**config.mk**
```make
export PLATFORM = sky130hd
export DESIGN_NAME = mem_access_unit
export DESIGN_NICKNAME = d
export VERILOG_FILES = /design/src/rtl/mem_pkg.sv /design/src/rtl/byte_lane_unit.sv /design/src/rtl/mem_access_unit.sv
export SDC_FILE = /design/constraint.sdc
export NUM_CORES = 1
export LEC_CHECK = 0
export BUFFER_PORTS_ARGS = -buffer_cell sky130_fd_sc_hd__buf_4
export CELL_PAD_IN_SITES_DETAIL_PLACEMENT = 1
export CELL_PAD_IN_SITES_GLOBAL_PLACEMENT = 1
export CORE_MARGIN = 1
export CORE_UTILIZATION = 38
export DETAILED_ROUTE_END_ITERATION = 6
export MAX_ROUTING_LAYER = met4
export PLACE_DENSITY = 0.78
export SYNTH_ARGS = -nofsm -noshare
export SYNTH_HDL_FRONTEND = slang
export SYNTH_SLANG_ARGS = --single-unit
```
**constraint.sdc**
```tcl
create_clock -name clk -period 2.8 [get_ports clk]
set_clock_uncertainty 0.05 [all_clocks]
set_input_delay 0.42 -clock clk [delete_from_list [all_inputs] [get_ports clk]]
set_output_delay 0.42 -clock clk [all_outputs]
set_load 0.02 [all_outputs]
```
**src/rtl/mem_pkg.sv**
```systemverilog
// ----------------------------------------------------------------------------
// mem_pkg
// Shared definitions for the load/store engine that drives the data RAM:
// CPU access op encodings, engine state encoding, lane-selection constants
// and small helpers for classifying ops and checking address alignment.
// No ports; imported by mem_access_unit and byte_lane_unit.
// ----------------------------------------------------------------------------
package mem_pkg;

  localparam int ADDR_W = 32;
  localparam int DATA_W = 32;

  // Lane geometry of a little-endian 32-bit word.
  localparam int BYTE_W = 8;
  localparam int HALF_W = 16;
  localparam logic [1:0] WORD_OFFSET_MASK = 2'b11;
  localparam logic [1:0] HALF_OFFSET_MASK = 2'b01;

  typedef enum logic [2:0] {
    OP_LW  = 3'd0,
    OP_LH  = 3'd1,
    OP_LHU = 3'd2,
    OP_LB  = 3'd3,
    OP_LBU = 3'd4,
    OP_SW  = 3'd5,
    OP_SH  = 3'd6,
    OP_SB  = 3'd7
  } mem_op_e;

  typedef enum logic [1:0] {
    ST_IDLE  = 2'd0,
    ST_READ  = 2'd1,
    ST_WRITE = 2'd2,
    ST_DONE  = 2'd3
  } mem_state_e;

  function automatic logic is_load(input mem_op_e op);
    return (op == OP_LW) || (op == OP_LH) || (op == OP_LHU) ||
           (op == OP_LB) || (op == OP_LBU);
  endfunction

  function automatic logic is_half(input mem_op_e op);
    return (op == OP_LH) || (op == OP_LHU) || (op == OP_SH);
  endfunction

  function automatic logic is_word(input mem_op_e op);
    return (op == OP_LW) || (op == OP_SW);
  endfunction

  // Byte accesses can never be misaligned.
  function automatic logic is_misaligned(input mem_op_e op, input logic [1:0] lo);
    logic bad;
    bad = 1'b0;
    if (is_word(op)) bad = |(lo & WORD_OFFSET_MASK);
    else if (is_half(op)) bad = |(lo & HALF_OFFSET_MASK);
    return bad;
  endfunction

  // Clears the low address bits a halfword/word access is not allowed to use,
  // so a misaligned request silently becomes the aligned one below it.
  function automatic logic [ADDR_W-1:0] force_align(input mem_op_e op,
                                                     input logic [ADDR_W-1:0] a);
    logic [ADDR_W-1:0] r;
    r = a;
    if (is_word(op)) r[1:0] = 2'b00;
    else if (is_half(op)) r[0] = 1'b0;
    return r;
  endfunction

endpackage

```
**src/rtl/byte_lane_unit.sv**
```systemverilog
// ----------------------------------------------------------------------------
// byte_lane_unit
// Purely combinational lane logic shared by the load and read-modify-write
// paths. From a 32-bit RAM word it extracts the addressed byte/half and
// extends it for loads, and it merges store data into the word for stores.
// Ports:
//   op_i          access op (mem_op_e)
//   lo_i          byte offset within the word (addr[1:0])
//   word_i        RAM word being read or modified
//   store_data_i  CPU store data (low byte/half used for SB/SH)
//   load_val_o    extended load result
//   store_word_o  word to write back
// ----------------------------------------------------------------------------
module byte_lane_unit
  import mem_pkg::*;
(
  input  mem_op_e           op_i,
  input  logic [1:0]        lo_i,
  input  logic [DATA_W-1:0] word_i,
  input  logic [DATA_W-1:0] store_data_i,
  output logic [DATA_W-1:0] load_val_o,
  output logic [DATA_W-1:0] store_word_o
);

  logic [BYTE_W-1:0] selByte;
  logic [HALF_W-1:0] selHalf;

  // Lane selection, little-endian: lane 0 is the least significant byte.
  always_comb begin
    selByte = word_i[7:0];
    case (lo_i)
      2'd0: selByte = word_i[7:0];
      2'd1: selByte = word_i[15:8];
      2'd2: selByte = word_i[23:16];
      2'd3: selByte = word_i[31:24];
      default: selByte = word_i[7:0];
    endcase
    selHalf = lo_i[1] ? word_i[31:16] : word_i[15:0];
  end

  // Load extension: signed ops replicate the lane's top bit.
  always_comb begin
    load_val_o = word_i;
    case (op_i)
      OP_LB:   load_val_o = {{(DATA_W-BYTE_W){selByte[BYTE_W-1]}}, selByte};
      OP_LBU:  load_val_o = {{(DATA_W-BYTE_W){1'b0}}, selByte};
      OP_LH:   load_val_o = {{(DATA_W-HALF_W){selHalf[HALF_W-1]}}, selHalf};
      OP_LHU:  load_val_o = {{(DATA_W-HALF_W){1'b0}}, selHalf};
      default: load_val_o = word_i;
    endcase
  end

  // Store merge: only the addressed lane is replaced, the rest of the word
  // comes from the value just read so neighbouring bytes survive the write.
  always_comb begin
    store_word_o = word_i;
    case (op_i)
      OP_SW: store_word_o = store_data_i;
      OP_SH: begin
        if (lo_i[1]) store_word_o[31:16] = store_data_i[15:0];
        else         store_word_o[15:0]  = store_data_i[15:0];
      end
      OP_SB: begin
        case (lo_i)
          2'd0: store_word_o[7:0]   = store_data_i[7:0];
          2'd1: store_word_o[15:8]  = store_data_i[7:0];
          2'd2: store_word_o[23:16] = store_data_i[7:0];
          2'd3: store_word_o[31:24] = store_data_i[7:0];
          default: store_word_o = word_i;
        endcase
      end
      default: store_word_o = word_i;
    endcase
  end

endmodule

```
**src/rtl/mem_access_unit.sv**
```systemverilog
// ----------------------------------------------------------------------------
// mem_access_unit
// Load/store engine of the multi-cycle CPU. Turns one CPU request into RAM
// word reads/writes; sub-word stores are done as read-modify-write because
// the RAM only has a whole-word write enable.
// Ports:
//   clk, rst     clock (rising edge) and synchronous active-high reset
//   req          access request, only looked at in IDLE
//   op           0=LW 1=LH 2=LHU 3=LB 4=LBU 5=SW 6=SH 7=SB
//   addr, wdata  byte address and store data
//   busy         engine not idle
//   done         one-cycle completion pulse
//   rdata        registered, extended load result
//   addr_err     misaligned request rejected (valid with done)
//   ram_we, ram_addr, ram_wdata, ram_rdata   data RAM interface
// Parameter CHECK_ALIGN: 1 rejects misaligned half/word accesses, 0 clears
// the offending low address bits instead.
// ----------------------------------------------------------------------------
module mem_access_unit
  import mem_pkg::*;
#(
  parameter int CHECK_ALIGN = 1
) (
  input  logic              clk,
  input  logic              rst,
  input  logic              req,
  input  logic [2:0]        op,
  input  logic [ADDR_W-1:0] addr,
  input  logic [DATA_W-1:0] wdata,
  output logic              busy,
  output logic              done,
  output logic [DATA_W-1:0] rdata,
  output logic              addr_err,
  output logic              ram_we,
  output logic [ADDR_W-1:0] ram_addr,
  output logic [DATA_W-1:0] ram_wdata,
  input  logic [DATA_W-1:0] ram_rdata
);

  localparam bit CheckAlign = (CHECK_ALIGN != 0);

  mem_state_e        state_q, state_d;
  mem_op_e           op_q, op_d;
  logic [ADDR_W-1:0] addr_q, addr_d;
  logic [DATA_W-1:0] wdata_q, wdata_d;
  logic [DATA_W-1:0] word_q, word_d;
  logic [DATA_W-1:0] rdata_q, rdata_d;
  logic              err_q, err_d;

  mem_op_e           reqOp;
  logic [DATA_W-1:0] laneWord;
  logic [DATA_W-1:0] loadValue;
  logic [DATA_W-1:0] storeWord;

  assign reqOp = mem_op_e'(op);

  // Loads extract from the live RAM data so rdata is ready at the end of
  // READ; the RMW path works from the word captured during READ.
  assign laneWord = (state_q == ST_READ) ? ram_rdata : word_q;

  byte_lane_unit u_lane (
    .op_i         (op_q),
    .lo_i         (addr_q[1:0]),
    .word_i       (laneWord),
    .store_data_i (wdata_q),
    .load_val_o   (loadValue),
    .store_word_o (storeWord)
  );

  // Next-state and datapath update logic.
  always_comb begin
    state_d = state_q;
    op_d    = op_q;
    addr_d  = addr_q;
    wdata_d = wdata_q;
    word_d  = word_q;
    rdata_d = rdata_q;
    err_d   = err_q;
    case (state_q)
      ST_IDLE: begin
        if (req) begin
          op_d    = reqOp;
          addr_d  = CheckAlign ? addr : force_align(reqOp, addr);
          wdata_d = wdata;
          err_d   = 1'b0;
          if (CheckAlign && is_misaligned(reqOp, addr[1:0])) begin
            err_d   = 1'b1;
            state_d = ST_DONE;
          end else if (reqOp == OP_SW) begin
            state_d = ST_WRITE;
          end else begin
            state_d = ST_READ;
          end
        end
      end
      ST_READ: begin
        word_d = ram_rdata;
        if (is_load(op_q)) begin
          rdata_d = loadValue;
          state_d = ST_DONE;
        end else begin
          state_d = ST_WRITE;
        end
      end
      ST_WRITE: state_d = ST_DONE;
      ST_DONE:  state_d = ST_IDLE;
      default:  state_d = ST_IDLE;
    endcase
  end

  // State and datapath registers with synchronous reset.
  always_ff @(posedge clk) begin
    if (rst) begin
      state_q <= ST_IDLE;
      op_q    <= OP_LW;
      addr_q  <= '0;
      wdata_q <= '0;
      word_q  <= '0;
      rdata_q <= '0;
      err_q   <= 1'b0;
    end else begin
      state_q <= state_d;
      op_q    <= op_d;
      addr_q  <= addr_d;
      wdata_q <= wdata_d;
      word_q  <= word_d;
      rdata_q <= rdata_d;
      err_q   <= err_d;
    end
  end

  // Reset gates the write enable combinationally so a reset landing on the
  // WRITE cycle cannot commit a half-finished read-modify-write.
  assign busy      = (state_q != ST_IDLE);
  assign done      = (state_q == ST_DONE);
  assign rdata     = rdata_q;
  assign addr_err  = err_q;
  assign ram_we    = (state_q == ST_WRITE) & ~rst;
  assign ram_addr  = {addr_q[ADDR_W-1:2], 2'b00};
  assign ram_wdata = (state_q == ST_WRITE) ? storeWord : '0;

endmodule

```
==> impl_metrics.json <==
{
  "ys_types": 53,
  "io_pins": 202,
  "vias_per_cell": 5.47,
  "fin_crit_ns": 2.74,
  "leakage_uw": 0.00385,
  "grt_max_degree": 89,
  "netlist_instances": 843,
  "cts_tree": "built",
  "setup_tns_ns": 0,
  "end_kind": "output port",
  "dieArea_um2": 18500,
  "setup_viol_count_final": 0,
  "cp_common_cell": "buf_4",
  "htree_levels": 4,
  "required_ns": 2.33,
  "clockBufferDepth": 2,
  "grt_usage_pct": 26.8,
  "drt_wl_total_mm": 23.8,
  "fillers": 2103,
  "cts_root_buf": "clkbuf_16",
  "critPathArrivalTime_ns": 2.27,
  "grt_pass1_wl_mm": 36.8,
  "fp-row-count": 48,
  "fp.dieW_um": 136,
  "synth_seq_cells": 134,
  "period_share_pct": 97.7,
  "vdd_drop_max_mv": 0.488,
  "dp_hpwl_mm": 17.0,
  "critPathKind": "reg2out",
  "antenna_cells": 0,
  "start_util_pct": 39.2,
  "critical_path.top_delay_family": "flip-flops",
  "min-delay-start": "addr[12]",
  "slowest_delay_ns": 0.45,
  "hold_class": "in2reg",
  "vias": 6793,
  "cts_buffers": 17,
  "yosys.area.top_type": "dfxtp_1",
  "worst_slew_pin_slew_ns": 0.611,
  "outcome": "finished clean",
  "die_h_um": 136,
  "wire_per_inst_um": 19.2,
  "max_freq_mhz": 365,
  "slew_headroom_pct": 59.2,
  "syn-cell-area_um2": 6830,
  "path_cells": "ha_4, buf_4, mux2i_2, a211oi_1, o21a_1, buf_4",
  "synth_area_per_cell_um2": 8.10,
  "initialDrtViolationCount": 456,
  "synth.most_common_cell": "nand2_1",
  "clock_sinks": 134,
  "clock_latency_ns": 0.43,
  "synth_warnings": 0,
  "startpoint": "state_q[0]",
  "port_buffers": 199,
  "yosys-top-cells-area": "dfxtp_1 (39%), nand2_1 (9.2%), a21oi_1 (7.3%), mux2i_1 (4.7%), buf_4 (3.5%)",
  "grt.overflow.total": 0,
  "drcViolationCount": 0,
  "gp_congestion": 0.834,
  "async_flop_share_pct": 0,
  "rsz0062_at_grt": "yes",
  "hold_viol_final": 0,
  "antenna_found_initial": 0,
  "slowest_stage": "dfxtp_1",
  "drive_gt1_share_pct": 31.9,
  "synth_edf_count": 0,
  "slew_viol_final": 0,
  "whs_ns": 0.179,
  "synth_top_area_share_pct": 39.3,
  "clk_pin_slew_ns": 0.06,
  "synthTopCellsByCount": "nand2_1 (167), dfxtp_1 (134), a21oi_1 (99)",
  "area_growth_pct": 35.0,
  "cts_setup_buffers": 0,
  "power-per-cell-area_nw_per_um2": 1070,
  "maxCapViolCount": 0,
  "core_um2": 17400,
  "crit_path_start_kind": "flip-flop",
  "dr.pass1.iters": 4,
  "cp_max_fo": 10,
  "grt_pass1_vias": 6906,
  "seq_area_frac_synth_pct": 39.3,
  "synth_flop_cell": "dfxtp_1",
  "fin_nets": 1110,
  "path_buf_inv": 2,
  "ant_nets": 0,
  "r2r-start": "state_q[0]"
}
layout make-up:
class | instances | area, um2 | area share, %
multi-input combinational | 597 | 3680 | 39.9
tap | 225 | 282 | 3.05
inverter | 14 | 52.6 | 0.570
clock buffer | 19 | 443 | 4.80
sequential | 134 | 2690 | 29.1
clock inverter | 13 | 251 | 2.73
timing repair buffer | 239 | 1830 | 19.8
cells in the final DEF, fill, tap and decap left out, drive strengths merged, types with 15 or more instances in the layout:
cell,synthesis,layout
buf,47,239
nand2,167,167
dfxtp,134,134
a21oi,99,99
nor2,46,46
a211oi,35,35
mux2i,32,32
o22ai,22,22
o21a,20,20
nand3,19,19
mux2,19,19
clkbuf,52,19
a22oi,15,15
registers in the layout, indices dropped and copies added (netlist names):
signal    cells
op_q          3
addr_q       32
wdata_q      32
word_q       32
state_q       2
rdata        32
addr_err      1
worst paths after layout:
path	end	slack, ns	cells after the start
max	ram_wdata[13]	0.06	6
min	addr_q[12]	0.18	3
max reg2reg	rdata[19]	0.28	7
min reg2reg	addr_q[7]	0.40	2
logic make-up after synthesis:
kind of cell	synth area share (%)
adder cells (fa/ha/maj)	0.916
buffers and inverters	8.28
flip-flops	39.3
multiplexers	8.59
AO/OA/AOI/OAI	24.2
other	0.0549
AND/OR/NAND/NOR	18.5
XOR/XNOR	0.128
power breakdown:
group	internal, uW	switching, uW
Combinational	1820	2590
Sequential	2400	382
Clock	1780	873
metrics by stage:
step | instance area, um2 | total power, uW | utilization [%] | std cells | setup slack [ns]
2_1_floorplan | 6830 | 5510 | - | 844 | 0.294
3_3_place_gp | 8430 | 6930 | 48.4 | 1209 | 0.320
3_5_place_dp | 8430 | 7040 | 48.4 | 1209 | 0.280
4_1_cts | 9170 | 9780 | 52.6 | 1241 | 0.0323
5_1_grt | 9220 | 10400 | 52.9 | 1241 | -0.0490
6_report | 9220 | 9850 | 52.9 | 1241 | 0.0632
metal layers:
layer / track usage (%) / vias up / wire, um / share of wire (%)
li1: - / 3239 / - / -
met1: 34.4 / 3259 / 10800 / 45
met2: 41.9 / 251 / 11000 / 46
met3: 5.59 / 44 / 1490 / 6.2
met4: 8.95 / 0 / 567 / 2.4
met5: - / - / 0 / 0
tightest hold or removal path: stages:
cell     delay, ns
buf_4         0.11
nand2_1       0.04
a21oi_1       0.05
what timing repair did:
item | 4_1_cts | 5_1_grt
resized for setup | 11 | 12
setup endpoints to repair | 19 | 27
hold buffers | 0 | 0
Note: power is estimated with default switching activity, not from simulation.
